--- src/rtl/star_box_drawer.sv ---
// Traces a square marker around a located star and streams its pixels, one
// per cycle, to the vga_adapter write port. Optional macro: FILL_SQUARE_EN.
module star_box_drawer #(
  parameter int unsigned X_W      = 8,
  parameter int unsigned Y_W      = 7,
  parameter int unsigned SIDE_W   = 3,
  parameter int unsigned COL_W    = 3,
  parameter int unsigned SCREEN_W = 160,
  parameter int unsigned SCREEN_H = 120
) (
  input  logic              clk,
  input  logic              resetn,
  input  logic              goDraw,
  input  logic [X_W-1:0]    xIn,
  input  logic [Y_W-1:0]    yIn,
  input  logic [SIDE_W-1:0] side,
  input  logic [COL_W-1:0]  colourIn,
  output logic [X_W-1:0]    vgaX,
  output logic [Y_W-1:0]    vgaY,
  output logic [COL_W-1:0]  vgaColour,
  output logic              plot,
  output logic              doneDraw,
  output logic              busy
);

  typedef enum logic [1:0] {
    IDLE         = 2'd0,
    SCAN         = 2'd1,
    DONE         = 2'd2,
    WAIT_RELEASE = 2'd3
  } state_t;

  state_t            state;
  logic [X_W-1:0]    x0;
  logic [Y_W-1:0]    y0;
  logic [SIDE_W-1:0] sLen;
  logic [SIDE_W-1:0] dx;
  logic [SIDE_W-1:0] dy;
  logic [COL_W-1:0]  col;

  logic [SIDE_W-1:0] sideEff;
  logic [X_W:0]      px;
  logic [Y_W:0]      py;
  logic              lastX;
  logic              lastY;
  logic              inScreen;
  logic              onBorder;
  logic              drawPix;

  // Pixel coordinates carry one extra bit so off-screen sums are not wrapped.
  assign sideEff  = (side == '0) ? SIDE_W'(1) : side;
  assign px       = {1'b0, x0} + (X_W+1)'(dx);
  assign py       = {1'b0, y0} + (Y_W+1)'(dy);
  assign lastX    = (dx == (sLen - SIDE_W'(1)));
  assign lastY    = (dy == (sLen - SIDE_W'(1)));
  assign inScreen = (px < (X_W+1)'(SCREEN_W)) && (py < (Y_W+1)'(SCREEN_H));

`ifdef FILL_SQUARE_EN
  assign onBorder = 1'b1;
`else
  assign onBorder = (dx == '0) || lastX || (dy == '0) || lastY;
`endif

  assign drawPix = onBorder && inScreen;

  // Control FSM with registered pixel-port outputs.
  always_ff @(posedge clk or negedge resetn) begin
    if (!resetn) begin
      state     <= IDLE;
      x0        <= '0;
      y0        <= '0;
      sLen      <= '0;
      dx        <= '0;
      dy        <= '0;
      col       <= '0;
      vgaX      <= '0;
      vgaY      <= '0;
      vgaColour <= '0;
      plot      <= 1'b0;
      doneDraw  <= 1'b0;
      busy      <= 1'b0;
    end else begin
      case (state)
        IDLE: begin
          plot     <= 1'b0;
          doneDraw <= 1'b0;
          if (goDraw) begin
            x0    <= xIn;
            y0    <= yIn;
            sLen  <= sideEff;
            col   <= colourIn;
            dx    <= '0;
            dy    <= '0;
            busy  <= 1'b1;
            state <= SCAN;
          end
        end
        SCAN: begin
          doneDraw <= 1'b0;
          if (!goDraw) begin
            // Request withdrawn: abandon the box without signalling completion.
            plot  <= 1'b0;
            busy  <= 1'b0;
            state <= IDLE;
          end else begin
            plot <= drawPix;
            if (drawPix) begin
              vgaX      <= px[X_W-1:0];
              vgaY      <= py[Y_W-1:0];
              vgaColour <= col;
            end
            if (lastX) begin
              dx <= '0;
              if (lastY) begin
                state <= DONE;
              end else begin
                dy <= dy + SIDE_W'(1);
              end
            end else begin
              dx <= dx + SIDE_W'(1);
            end
          end
        end
        DONE: begin
          plot     <= 1'b0;
          doneDraw <= 1'b1;
          busy     <= 1'b0;
          state    <= goDraw ? WAIT_RELEASE : IDLE;
        end
        WAIT_RELEASE: begin
          // A level request still held high must not start a second draw.
          plot     <= 1'b0;
          doneDraw <= 1'b0;
          busy     <= 1'b0;
          if (!goDraw) begin
            state <= IDLE;
          end
        end
        default: begin
          plot     <= 1'b0;
          doneDraw <= 1'b0;
          busy     <= 1'b0;
          state    <= IDLE;
        end
      endcase
    end
  end

endmodule

--- config.mk ---
export PLATFORM = sky130hd
export DESIGN_NAME = star_box_drawer
export DESIGN_NICKNAME = d
export VERILOG_FILES = /design/src/rtl/star_box_drawer.sv
export SDC_FILE = /design/constraint.sdc
export NUM_CORES = 1
export LEC_CHECK = 0
export ABC_AREA = 1
export ABC_CLOCK_PERIOD_IN_PS = 5500
export CAP_MARGIN = 20
export CORE_MARGIN = 3
export CORE_UTILIZATION = 58
export DETAILED_ROUTE_END_ITERATION = 10
export PLACE_DENSITY = 0.95
export SLEW_MARGIN = 25
export SYNTH_ARGS = -nofsm -noshare
export SYNTH_HDL_FRONTEND = slang
export SYNTH_SLANG_ARGS = --single-unit
--- constraint.sdc ---
create_clock -name clk -period 5.5 [get_ports clk]
set_input_delay 0.55 -clock clk [delete_from_list [all_inputs] [get_ports clk]]
set_output_delay 0.55 -clock clk [all_outputs]
set_load 0.02 [all_outputs]
==> metrics.md <==
| Metric | Value |
|---|---|
| CTS tree | yes |
| Power Density | 428 mW/mm^2 |
| Worst Path Required | 5.72 ns |
| RSZ-0062 raised after global routing | false |
| Crit-path cells | clkdlybuf4s50_1, inv_1, nor2_1, nand2_1, inv_1, o21ai_0, o21ai_0 |
| Avg WL per Cell | 13.0 um |
| Slowest CP cell | inv_1 |
| Port Buffers | 44 |
| H-tree levels | 2 |
| Die span in x | 75.5 um |
| Setup ws final | 2.92 ns |
| Synthesis-to-layout area growth | 19.5% |
| Fillers | 319 |
| Ant. Diodes | 0 |
| Clock Sinks | 50 |
| DIE AREA | 0.00570 mm^2 |
| Min Tclk post-route | 2.58 ns |
| First-pass GRT wire length | 9540 um |
| Row count | 24 |
| Fraction of layout instances using a drive strength above 1 | 0.121 |
| Mapped Area | 0.00280 mm^2 |
| CTS buffer count | 5 |
| Post-Layout Inst Area | 0.00335 mm^2 |
| Max Cap Viol | 0 |
| FF-to-FF End | vgaY[0]$_DFFE_PN0P_ |
| Placed Area | 0.00325 mm^2 |
| Initial DRT Pass Iterations | 4 |
| Synth cell types | 27 |
| RR Startpoint | dx[0]$_DFFE_PN0P_ |
| Slew of the pin with the lowest slew margin | 0.748 ns |
| Largest net degree at the start of global routing | 51 |
| Synth warnings | 0 |
| Clk slew on worst S/H paths | 0.09 ns |
| Detailed-route wire length | 5760 um |
| Rel. slew slack | 0.501 |
| Placed insts | 434 |
| Post-CTS Setup Inserts | 0 |
| Critical Path AT | 2.80 ns |
| Final setup fails | 0 |
| IO Pins | 45 |
| Post-CTS Resized | 0 |
| Worst setup SP type | input port |
| Core Region | 0.00450 mm^2 |
| CP Capture Type | register |
| Initial drt markers | 182 |
| Synthesized flop and latch total | 50 |
| Pre-CTS WS | 2.61 ns |
| Max-slew violation count | 0 |
| Max VDD drop | 0.179 mV |
| Via density | 5.41 |
| Final nets | 426 |
| Post-route clock period utilization | 0.468 |
| Initial antenna violation count | 0 |
| Clk_skew | 0.00555 ns |
| Clock Path Buffers | 2 |
| Crit path largest cell delay | 0.69 ns |
| Worst hold path type | in -> async |
| Register area share after synthesis | 0.446 |
| Cell leakage power | 1.73 nW |
| Reg2Reg Setup Slack | 2.95 ns |
| Final hold violations | 0 |
| WS Path Type | in -> reg |
| Non-Filler Instances | 442 |
| Fmax | 388 MHz |
| Setup TNS Final | 0 ns |
| Clock Root Buffer | clkbuf_8 |
| Worst-Skew Late Latency | 0.31 ns |
| Synthesized instance count | 346 |
| Hpwl dp | 4270 um |
| Syn Area/Cell | 8.10 um^2 |
| CTS Hold Bufs | 0 |
| Final global-route overflow total | 0 |
| Worst Path Max Fanout | 30 |
| Reg2Reg Depth | 13 |
| Vias in the first global route | 2241 |
| Syn Nets | 383 |
| Status | finished clean |
| Final ANT Viol Nets | 0 |
| Vias | 2390 |
| GRT Util Overall | 0.221 |
| Drt drc | 0 |
| Die H | 75.5 um |
| Initial core utilization | 0.622 |
| GP Congestion | 0.931 |
sequential cells by signal (all words and copies together), names as in the netlist:
signal and cells:
state 2, col 3, sLen 3, dy 3, x0 8, doneDraw 1
dx 3, vgaX 8, vgaColour 3, y0 7, busy 1, vgaY 7
plot 1
power breakdown:
part | switching [W] | total [W] | internal (W)
Sequential | 0.0000897 | 0.000564 | 0.000475
Clock | 0.000124 | 0.000225 | 0.000101
Combinational | 0.000369 | 0.000642 | 0.000274
Total | 0.000583 | 0.00143 | 0.000849
cell usage in the layout, fill, tap and decap left out, types with 2 or more instances in the layout:
| master | count |
|---|---|
| nand2_1 | 131 |
| nand2_2 | 12 |
| clkdlybuf4s50_1 | 43 |
| nand2_4 | 10 |
| nor2_1 | 11 |
| xnor2_1 | 3 |
| inv_1 | 30 |
| clkbuf_8 | 6 |
| fa_1 | 2 |
| o21ai_0 | 16 |
| nand3_1 | 15 |
| ha_1 | 11 |
| xor2_1 | 3 |
| dfrtp_1 | 50 |
| nand3b_1 | 2 |
| nand4_1 | 20 |
| a21oi_1 | 4 |
| inv_2 | 9 |
| nand3_4 | 2 |
metal layers:
metal	up-vias	track usage	routed length, um
met4	0	0.0777	90
met5	-	0	0
li1	1188	-	-
met3	11	0.0488	295
met1	1120	0.266	2440
met2	71	0.389	2930
final cells by class:
type,instances,area [um^2],share of cell area
timing repair buffer,44,438,0.131
multi-input combinational,249,1350,0.404
clock inverter,2,12.5,0.00374
inverter,39,146,0.0437
tap,52,65.1,0.0194
sequential,50,1250,0.374
clock buffer,6,82.6,0.0247
synth_stat cells:
library cell	instances	share of area
a21oi_1	4	0.0071
a21oi_2	1	0.0031
buf_12	1	0.0071
buf_2	4	0.0071
clkbuf_1	3	0.0040
dfrtp_1	50	0.45
fa_1	2	0.014
ha_1	11	0.049
inv_1	30	0.040
inv_2	9	0.012
nand2_1	131	0.18
nand2_2	12	0.027
nand2_4	10	0.040
nand3_1	15	0.027
nand3_2	1	0.0036
nand3_4	2	0.012
nand3b_1	2	0.0054
nand4_1	20	0.045
nor2_1	11	0.015
nor2_2	1	0.0022
nor2_4	1	0.0040
nor3_1	1	0.0018
o21ai_0	16	0.029
o21ai_1	1	0.0018
or2_2	1	0.0022
xnor2_1	3	0.0094
xor2_1	3	0.0094
cells by family (layout without fill, tap and decap cells):
kind of cell | after synthesis | in the layout | synth area share
DFF | 50 | 50 | 0.446
xor gates and xnor gates | 6 | 6 | 0.0188
and+or+nand+nor | 208 | 208 | 0.360
buffers and inverters | 47 | 91 | 0.0705
adders and majority gates | 13 | 13 | 0.0634
AOI/OAI and AO/OA | 22 | 22 | 0.0406
worst max-delay path by stage:
| stage | startpoint | endpoint | slack, ns |
|---|---|---|---|
| CTS | goDraw | sLen[0]$_DFFE_PN0P_ | 2.92 |
| global placement | goDraw | sLen[0]$_DFFE_PN0P_ | 2.75 |
| global route | goDraw | sLen[0]$_DFFE_PN0P_ | 2.69 |
| floorplan | dx[0]$_DFFE_PN0P_ | vgaX[2]$_DFFE_PN0P_ | 3.44 |
| finish | goDraw | sLen[0]$_DFFE_PN0P_ | 2.92 |
| detailed placement | goDraw | sLen[0]$_DFFE_PN0P_ | 2.61 |
worst max-delay path, delay by kind of cell:
family                 cells  cell delay (ns)
AOI/OAI and AO/OA          2             0.29
buffers and inverters      3             1.28
and+or+nand+nor            2             0.67
metrics by stage:
step / total power [W] / utilization / hold slack (ns)
floorplan: 0.000982 / - / 0.254
global placement: 0.00118 / 0.722 / 0.445
detailed placement: 0.00121 / 0.722 / 0.445
CTS: 0.00144 / 0.743 / 0.456
global route: 0.00153 / 0.744 / 0.302
finish: 0.00143 / 0.744 / 0.247
Note: power is estimated with default switching activity, not from simulation.
